`src/rtl/imem_loader_if.sv`:
```
// imem_loader_if: byte-stream input and instruction-RAM write port of imem_loader.
//   rx_data  [7:0]            incoming byte (source -> loader)
//   rx_valid                  rx_data valid (source -> loader)
//   rx_ready                  loader can take a byte (loader -> source)
//   we                        one-cycle RAM write strobe (loader -> RAM)
//   waddr    [ADDR_WIDTH-1:0] word index of the write (loader -> RAM)
//   wdata    [31:0]           instruction word (loader -> RAM)
// Modports: master = byte source / RAM side, slave = loader side.
interface imem_loader_if #(
    parameter int unsigned ADDR_WIDTH = 8
);
    logic [7:0]            rx_data;
    logic                  rx_valid;
    logic                  rx_ready;
    logic                  we;
    logic [ADDR_WIDTH-1:0] waddr;
    logic [31:0]           wdata;

    modport master (
        output rx_data, rx_valid,
        input  rx_ready, we, waddr, wdata
    );

    modport slave (
        input  rx_data, rx_valid,
        output rx_ready, we, waddr, wdata
    );
endinterface

```
`src/rtl/imem_loader.sv`:
```
// imem_loader: receives a framed program image (SYNC, LEN_LO, LEN_HI, 4*LEN
// data bytes, LSB first per word) and writes little-endian 32-bit words into
// the instruction RAM, holding the CPU via cpu_hold while loading.
// Ports:
//   clk, reset_n   clock, asynchronous active-low reset
//   bus (slave)    rx_data/rx_valid/rx_ready byte input, we/waddr/wdata RAM write
//   cpu_hold       core reset/stall request
//   load_done      last frame completed successfully
//   load_error     last frame aborted (bad length, timeout, bad checksum)
// Optional: define IMEM_LOADER_CHECKSUM_EN to require a trailing XOR checksum
// byte after the data words.
module imem_loader #(
    parameter int unsigned ADDR_WIDTH     = 8,
    parameter int unsigned TIMEOUT_CYCLES = 100000,
    parameter logic [7:0]  SYNC_BYTE      = 8'hA5,
    parameter bit          HOLD_AT_RESET  = 1'b1
) (
    input  logic        clk,
    input  logic        reset_n,
    imem_loader_if.slave bus,
    output logic        cpu_hold,
    output logic        load_done,
    output logic        load_error
);

    localparam int unsigned DEPTH = 2 ** ADDR_WIDTH;
    localparam int unsigned TW    = $clog2(TIMEOUT_CYCLES + 1);

    typedef enum logic [2:0] {
        IDLE, LEN0, LEN1, DATA, WRITE,
`ifdef IMEM_LOADER_CHECKSUM_EN
        CSUM,
`endif
        DONE, ERR
    } state_t;

    state_t                state;
    logic [TW-1:0]         tmo;
    logic [7:0]            len_lo;
    logic [ADDR_WIDTH-1:0] word_idx;
    logic [ADDR_WIDTH-1:0] last_idx;
    logic [1:0]            byte_cnt;
    logic [23:0]           stage;
`ifdef IMEM_LOADER_CHECKSUM_EN
    logic [7:0]            csum;
`endif

    logic        accept_c;
    logic        timed_c;
    logic [15:0] len_c;

    assign accept_c = bus.rx_valid && bus.rx_ready;
    assign len_c    = {bus.rx_data, len_lo};
`ifdef IMEM_LOADER_CHECKSUM_EN
    assign timed_c  = (state == LEN0) || (state == LEN1) || (state == DATA) || (state == CSUM);
`else
    assign timed_c  = (state == LEN0) || (state == LEN1) || (state == DATA);
`endif

    // Frame FSM with registered outputs
    always_ff @(posedge clk or negedge reset_n) begin
        if (!reset_n) begin
            state        <= IDLE;
            tmo          <= '0;
            len_lo       <= '0;
            word_idx     <= '0;
            last_idx     <= '0;
            byte_cnt     <= '0;
            stage        <= '0;
`ifdef IMEM_LOADER_CHECKSUM_EN
            csum         <= '0;
`endif
            bus.rx_ready <= 1'b0;
            bus.we       <= 1'b0;
            bus.waddr    <= '0;
            bus.wdata    <= '0;
            cpu_hold     <= HOLD_AT_RESET;
            load_done    <= 1'b0;
            load_error   <= 1'b0;
        end else begin
            bus.we       <= 1'b0;
            bus.rx_ready <= 1'b1;

            // Inter-byte timeout; an accepted byte in the limit cycle takes priority
            if (timed_c && !accept_c) begin
                if (tmo == TW'(TIMEOUT_CYCLES)) begin
                    state      <= ERR;
                    load_error <= 1'b1;
                end else begin
                    tmo <= tmo + TW'(1);
                end
            end

            case (state)
                IDLE, DONE, ERR: begin
                    if (accept_c && bus.rx_data == SYNC_BYTE) begin
                        state      <= LEN0;
                        tmo        <= '0;
                        cpu_hold   <= 1'b1;
                        load_done  <= 1'b0;
                        load_error <= 1'b0;
`ifdef IMEM_LOADER_CHECKSUM_EN
                        csum       <= '0;
`endif
                    end
                end
                LEN0: begin
                    if (accept_c) begin
                        len_lo <= bus.rx_data;
                        tmo    <= '0;
                        state  <= LEN1;
                    end
                end
                LEN1: begin
                    if (accept_c) begin
                        tmo <= '0;
                        if (len_c == 16'd0) begin
`ifdef IMEM_LOADER_CHECKSUM_EN
                            state     <= CSUM;
`else
                            state     <= DONE;
                            load_done <= 1'b1;
                            cpu_hold  <= 1'b0;
`endif
                        end else if (32'(len_c) > DEPTH) begin
                            state      <= ERR;
                            load_error <= 1'b1;
                        end else begin
                            state    <= DATA;
                            word_idx <= '0;
                            byte_cnt <= '0;
                            last_idx <= ADDR_WIDTH'(len_c - 16'd1);
                        end
                    end
                end
                DATA: begin
                    if (accept_c) begin
                        tmo <= '0;
`ifdef IMEM_LOADER_CHECKSUM_EN
                        csum <= csum ^ bus.rx_data;
`endif
                        if (byte_cnt == 2'd3) begin
                            // Write cycle stalls the sender so no byte is dropped
                            state        <= WRITE;
                            bus.we       <= 1'b1;
                            bus.rx_ready <= 1'b0;
                            bus.waddr    <= word_idx;
                            bus.wdata    <= {bus.rx_data, stage};
                            byte_cnt     <= '0;
                        end else begin
                            case (byte_cnt)
                                2'd0:    stage[7:0]   <= bus.rx_data;
                                2'd1:    stage[15:8]  <= bus.rx_data;
                                default: stage[23:16] <= bus.rx_data;
                            endcase
                            byte_cnt <= byte_cnt + 2'd1;
                        end
                    end
                end
                WRITE: begin
                    tmo      <= '0;
                    word_idx <= word_idx + ADDR_WIDTH'(1);
                    if (word_idx == last_idx) begin
`ifdef IMEM_LOADER_CHECKSUM_EN
                        state     <= CSUM;
`else
                        state     <= DONE;
                        load_done <= 1'b1;
                        cpu_hold  <= 1'b0;
`endif
                    end else begin
                        state <= DATA;
                    end
                end
`ifdef IMEM_LOADER_CHECKSUM_EN
                CSUM: begin
                    if (accept_c) begin
                        if (bus.rx_data == csum) begin
                            state     <= DONE;
                            load_done <= 1'b1;
                            cpu_hold  <= 1'b0;
                        end else begin
                            state      <= ERR;
                            load_error <= 1'b1;
                        end
                    end
                end
`endif
                default: state <= IDLE;
            endcase
        end
    end

endmodule

```
`src/flat_wrapper.sv`:
```
// flat-port wrapper written by rule: the top's interface ports become plain ports
module imem_loader_flat 
#(
    parameter int unsigned ADDR_WIDTH     = 8,
    parameter int unsigned TIMEOUT_CYCLES = 100000,
    parameter logic [7:0]  SYNC_BYTE      = 8'hA5,
    parameter bit          HOLD_AT_RESET  = 1'b1
)
  (clk, reset_n, cpu_hold, load_done, load_error, bus_rx_data, bus_rx_valid, bus_rx_ready, bus_we, bus_waddr, bus_wdata);
  imem_loader_if #(.ADDR_WIDTH(ADDR_WIDTH)) bus_i ();
  input  logic clk;
  input  logic reset_n;
  output logic cpu_hold;
  output logic load_done;
  output logic load_error;
  input wire logic [$bits(bus_i.rx_data)-1:0] bus_rx_data;
  input wire logic [$bits(bus_i.rx_valid)-1:0] bus_rx_valid;
  output wire logic [$bits(bus_i.rx_ready)-1:0] bus_rx_ready;
  output wire logic [$bits(bus_i.we)-1:0] bus_we;
  output wire logic [$bits(bus_i.waddr)-1:0] bus_waddr;
  output wire logic [$bits(bus_i.wdata)-1:0] bus_wdata;
  assign bus_i.rx_data = bus_rx_data;
  assign bus_i.rx_valid = bus_rx_valid;
  assign bus_rx_ready = bus_i.rx_ready;
  assign bus_we = bus_i.we;
  assign bus_waddr = bus_i.waddr;
  assign bus_wdata = bus_i.wdata;
  imem_loader #(.ADDR_WIDTH(ADDR_WIDTH), .TIMEOUT_CYCLES(TIMEOUT_CYCLES), .SYNC_BYTE(SYNC_BYTE), .HOLD_AT_RESET(HOLD_AT_RESET)) u_core (.clk(clk), .reset_n(reset_n), .bus(bus_i), .cpu_hold(cpu_hold), .load_done(load_done), .load_error(load_error));
endmodule
```
`config.mk`:
```
export PLATFORM = sky130hd
export DESIGN_NAME = imem_loader_flat
export DESIGN_NICKNAME = d
export VERILOG_FILES = /design/src/rtl/imem_loader_if.sv /design/src/rtl/imem_loader.sv /design/src/flat_wrapper.sv
export SDC_FILE = /design/constraint.sdc
export NUM_CORES = 1
export LEC_CHECK = 0
export ABC_CLOCK_PERIOD_IN_PS = 3000
export CAP_MARGIN = 15
export CORE_UTILIZATION = 50
export CTS_CLUSTER_SIZE = 30
export DETAILED_ROUTE_END_ITERATION = 7
export GPL_ROUTABILITY_DRIVEN = 0
export PLACE_DENSITY = 0.8
export SYNTH_ARGS = -nofsm -noshare
export SYNTH_HDL_FRONTEND = slang
export SYNTH_SLANG_ARGS = --single-unit
```
`constraint.sdc`:
```
create_clock -name clk -period 3 [get_ports clk]
set_input_delay 0.6 -clock clk [delete_from_list [all_inputs] [get_ports clk]]
set_output_delay 0.6 -clock clk [all_outputs]
set_load 0.02 [all_outputs]
```
# After elaboration in Yosys (flattened, before gate mapping)
# Cells that the tools add are included.
[word_totals]
reg_bits = 115
inputBits = 11
output_inout_bits = 45
[op_classes]
add_sub_neg = 4
order_cmp = 1
eq_ne = 18
n_mux = 49
bitwise = 4
reduce_logical = 24
[op_table]
columns = ["operator", "n"]
rows = [
  ["17-bit two-way mux", 4],
  ["17-bit one-hot mux with 3 select lines", 1],
  ["3-bit two-way mux", 10],
  ["8-bit two-way mux", 3],
  ["1-bit two-way mux", 20],
  ["4-bit AND reduction", 5],
  ["17-bit by 1-bit adder with 17-bit output (second input constant)", 1],
  ["17-bit equality test (second input constant)", 1],
  ["16-bit by 9-bit greater-than comparator with 1-bit output (second input constant)", 1],
  ["16-bit zero test", 1],
  ["8-bit one-hot mux with 2 select lines", 1],
  ["3-bit one-hot mux with 5 select lines", 1],
  ["2-bit two-way mux", 5],
  ["5-bit AND reduction", 2],
  ["3-bit equality test (second input constant)", 3],
  ["8-bit by 1-bit adder with 8-bit output (second input constant)", 1],
  ["8-bit equality test", 1],
  ["8-bit equality test (second input constant)", 1],
  ["2-bit by 1-bit inequality test with 1-bit output (second input constant)", 4],
  ["8-bit by 1-bit subtractor with 8-bit output (second input constant)", 1],
  ["3-bit by 2-bit equality test with 1-bit output (second input constant)", 2],
  ["2-bit inequality test (second input constant)", 3],
  ["1-bit one-hot mux with 3 select lines", 2],
  ["3-bit OR reduction", 2],
  ["17 further kinds", 24],
]

# Logic depth before layout (Yosys ltp)
# Gate-level depths: netlist (run 1).
[logic_depth]
depth_word = 9
mapped_depth = 8

# Least setup slack after synthesis (run 1)
# Ideal clock, no wire load.
[synth_path]
path_type = "input-to-reg"
startpoint = "input port bus_rx_data[1]"
endpoint = "register u_core.word_idx[5]"
setup_ns = 0.077
arrival_ns = 2.318
setup_slack_ns = 0.605
cell_stages = 6
path_cell_list = "or4_4 > nor4_4 > a31oi_1 > buf_2 > or4_1 > a21oi_1"
[synth_via]
elab_chain_len = 3
[synth_lines]
columns = ["item", "line", "source"]
rows = [
  ["start: declaration", "flat_wrapper.sv:16", "input wire logic [$bits(bus_i.rx_data)-1:0] bus_rx_data;"],
  ["16-bit by 9-bit greater-than comparator with 1-bit output or 16-bit zero test (tied branches)", "imem_loader.sv:125, imem_loader.sv:117", ""],
  ["2-bit inequality test (no line)", "-", ""],
  ["4-bit AND reduction (no line) (*)", "-", ""],
  ["end signal: assignment", "imem_loader.sv:162", "word_idx <= word_idx + ADDR_WIDTH'(1);"],
  ["end: declaration", "imem_loader.sv:40", "logic [ADDR_WIDTH-1:0] word_idx;"],
]
# Every way passes the cells marked *; elsewhere a longest branch is shown, timed or not.
# A chain may end at the register's enable or synchronous reset.

# Final worst setup path (run 1)
[layout_path]
startpoint = "register u_core.len_lo[3]"
endpoint = "register u_core.word_idx[3]"
[layout_via]
elab_chain_len = 3
[layout_lines]
columns = ["item", "line", "source"]
rows = [
  ["start: declaration", "imem_loader.sv:39", "logic [7:0] len_lo;"],
  ["start signal: assignment", "imem_loader.sv:109", "len_lo <= bus.rx_data;"],
  ["16-bit by 9-bit greater-than comparator with 1-bit output or 16-bit zero test (tied branches)", "imem_loader.sv:125, imem_loader.sv:117", ""],
  ["2-bit inequality test (no line)", "-", ""],
  ["4-bit AND reduction (no line) (*)", "-", ""],
]
# Marked as above.

==> run metrics, run 1 <==
crit-path max cell delay=about 600 ps; fmax=roughly 380 MHz; HPWL Detailed=between 7 and 8 mm; drt wl/cell=roughly 17 um; Seq. cell area=2879 um^2; CTS H-tree depth=4; Die Ht=104.3 um; # rows=36; initial antenna violation count=0; worst slew pin tran=~750 ps; Critical Path Fanout Max=9; min Tclk post-route=2652 ps; multi-input logic area=around 2200 um^2; DR pass1 iterations=4; fin nets=approximately 540; Yosys cell types=50; RSZ-0062 raised after global routing=no; CP required=3390 ps; Final Hold Viols=0; Via-to-Cell Ratio=between 5 and 6; post-synthesis sequential area ratio=a little over half; placed cells=630; critical path endpoint category=flip-flop; status=finished, final reports clean; filler instances=between 700 and 800; Avg Cell Area, Syn=~12 um^2; clock transition at the registers of the reported paths=about 60 ps; most frequent cells in the layout=114 x dfrtp_1, 70 x mux2_2, 54 x clkdlybuf4s50_1; Fin Setup TNS=0 ps; CP Cell Sequence=or4_4, or4_1, a31oi_1, buf_4, nor3b_1, mux2i_1; most common cell after layout, fill and taps aside=dfrtp_1; Cells after Synth=roughly 440; Hold Path Class=in -> async; clk_skew=around 7.5 ps; first-pass GRT wire length=19.38 mm; fin crit share=around nine tenths; CTS Sinks=around 120; leakage power=between 3 and 4 nW; # DRC=0; cts hold-fix bufs=0; slowest stage cell, crit path=or4_4; total track usage=22.84%; Routed Antenna Nets=0; post-CTS sizing=0; PnR Total Power=between 5 and 6 mW; Antenna diodes=0; delay-heaviest family, CP=simple AND/OR/NAND/NOR gates; Post-synth EDFFs=0; CTS root buffer=clkbuf_8; Synthesized Nets=458; Slew headroom=49.97%; Worst Path Class, Setup=reg -> reg; max-cap viol count=0; post-synthesis cell area=roughly 5200 um^2; die area=between 10000 and 15000 um^2; Pwr Density=845.1 nW/um^2; crit path launch type=flip-flop; Total Routed Length=around 11 mm; Worst Path Arrival=approximately 3000 ps; Initial Util=a little over half; drt first-iter violations=250; Main synth FF type=dfrtp_1; Finished Layout Cells=661; layout cells sized above 1=around a quarter; die width=roughly 100 um; YS warnings=0; Area growth syn-to-layout=27.68%; vias in the first global route=3902; Max clock buf depth=2; Slew Limit Fails=0; fraction of registers with async set/reset=100.0%; Core Box Area=around 10000 um^2; Clk Latency, worst-skew pair=approximately 520 ps; endpoints failing setup=0; WP buf/inv=1; PortBufs=between 50 and 60; Seq cells post-synth=between 100 and 150; buffers inserted by post-CTS timing repair=0; I/O Pins=56; via count=approximately 3700; number of buffers created by CTS=17; CTS tree=done; largest net degree at the start of global routing=slightly below 60; total gr overflow=0; VDD IR max=approximately 0.55 mV
-- kinds of logic (layout without fill, tap and decap cells) --
kind of cell               after synthesis  after routing  share of synthesized area [%]
and+or+nand+nor                        138            138                          14.60
DFF                                    115            115                          55.00
muxes                                   72             72                          15.44
AOI/OAI and AO/OA                       49             49                          6.191
buffers and inverters                   29            118                          2.175
xor gates and xnor gates                28             28                          4.685
adders and majority gates                8              8                          1.912
-- cells in the mapped netlist (2+ instances only) --
| master | n | area, um^2 |
|---|---|---|
| dfrtp_1 | 114 | 2853 |
| mux2_2 | 70 | 788.3 |
| nand2_1 | 34 | 127.6 |
| nor2_1 | 26 | 97.59 |
| xnor2_1 | 19 | 166.4 |
| o21ai_0 | 14 | 70.07 |
| inv_1 | 13 | 48.80 |
| clkbuf_1 | 11 | 41.29 |
| nor3_1 | 11 | 55.05 |
| nor4_1 | 9 | 56.30 |
| xor2_1 | 9 | 78.83 |
| a21oi_1 | 8 | 40.04 |
| ha_1 | 8 | 100.1 |
| nand3_1 | 8 | 40.04 |
| o31ai_1 | 8 | 60.06 |
| or4_1 | 8 | 60.06 |
| and2_1 | 6 | 37.54 |
| nand4_1 | 6 | 37.54 |
| a211oi_1 | 4 | 30.03 |
| a31oi_1 | 4 | 25.02 |
| buf_2 | 4 | 20.02 |
| nand2b_1 | 4 | 25.02 |
| nor2b_1 | 3 | 18.77 |
| nor3b_1 | 3 | 22.52 |
| or2_2 | 3 | 18.77 |
| or3_1 | 3 | 18.77 |
| a22o_1 | 2 | 17.52 |
| mux2i_1 | 2 | 20.02 |
| o21ai_1 | 2 | 10.01 |
| or4_4 | 2 | 22.52 |
| or4b_2 | 2 | 20.02 |
-- cell type report --
cell class,count,share of cell area (%)
Inverter,13,0.7301
Clock buffer,21,6.720
Timing Repair Buffer,74,10.71
Sequential cell,115,43.07
Clock inverter,10,2.696
Tap cell,133,2.490
Multi-Input combinational cell,295,33.58
-- worst register-to-register path, delay by kind of cell, from the launching register on --
| family | cells | cell delay [ps] |
|---|---|---|
| AND/OR/NAND/NOR | 3 | 1130 |
| AO/OA/AOI/OAI | 1 | 590 |
| flip-flops | 1 | 420 |
| buffers and inverters | 1 | 240 |
| multiplexers | 1 | 150 |
-- metrics by stage --
| stage | setup WS [ps] | utilization [%] | instance area [um^2] | hold WS (ps) |
|---|---|---|---|---|
| final | 348.2 | 67.14 | 6684 | 143.1 |
| after detailed placement | 76.10 | 60.82 | 6055 | 465.4 |
| after global placement | 186.1 | 60.82 | 6055 | 449.7 |
| after floorplan | 604.8 | - | 5235 | 304.4 |
| after CTS | 380.9 | 67.14 | 6684 | 162.0 |
| after global routing | 251.9 | 67.14 | 6684 | 208.3 |
-- state kept, by name, summed over array words and instances, names as in the netlist --
register	cells
u_core.stage	24
u_core.tmo	17
u_core.load_done	1
u_core.state	3
u_core.byte_cnt	2
u_core.bus.wdata	32
u_core.bus.rx_ready	1
u_core.cpu_hold	1
u_core.bus.we	1
u_core.len_lo	8
u_core.load_error	1
u_core.bus.waddr	8
u_core.last_idx	8
u_core.word_idx	8
-- metal layers --
layer / part of all wire (%) / GRT usage (%) / vias up / wire (um)
met5: 0 / 0 / - / 0
met4: 0.64 / 6.735 / 0 / 73
met3: 4.7 / 7.080 / 8 / 532
met2: 51 / 38.55 / 96 / 5841
met1: 44 / 28.05 / 1916 / 4977
li1: - / - / 1725 / -
-- final timing paths --
kind	from	endpoint	slack, ps	depth (start not counted)
min reg2reg	u_core.cpu_hold	u_core.cpu_hold	470	2
min	reset_n	u_core.tmo[14]	140	1
min in group clk	u_core.cpu_hold	u_core.cpu_hold	470	2
max	u_core.len_lo[3]	u_core.word_idx[3]	350	6
max in group asynchronous	reset_n	u_core.bus.wdata[12]	2090	2
max reg2reg	u_core.len_lo[3]	u_core.word_idx[3]	350	6
-- report_power, final --
group / internal, mW / switching [mW]
Combinational: 0.645 / 0.658
Clock: 1.47 / 0.674
Sequential: 1.89 / 0.314
Power figures use the tool's default switching activity.
==> run 2, diff against run 1 <==
Settings changed: CTS_CLUSTER_DIAMETER from default to 80, HOLD_SLACK_MARGIN from default to 0.06.
==> results of run 2 <==
Same layout as run 1: the final DEF is identical, and so are final timing and power.
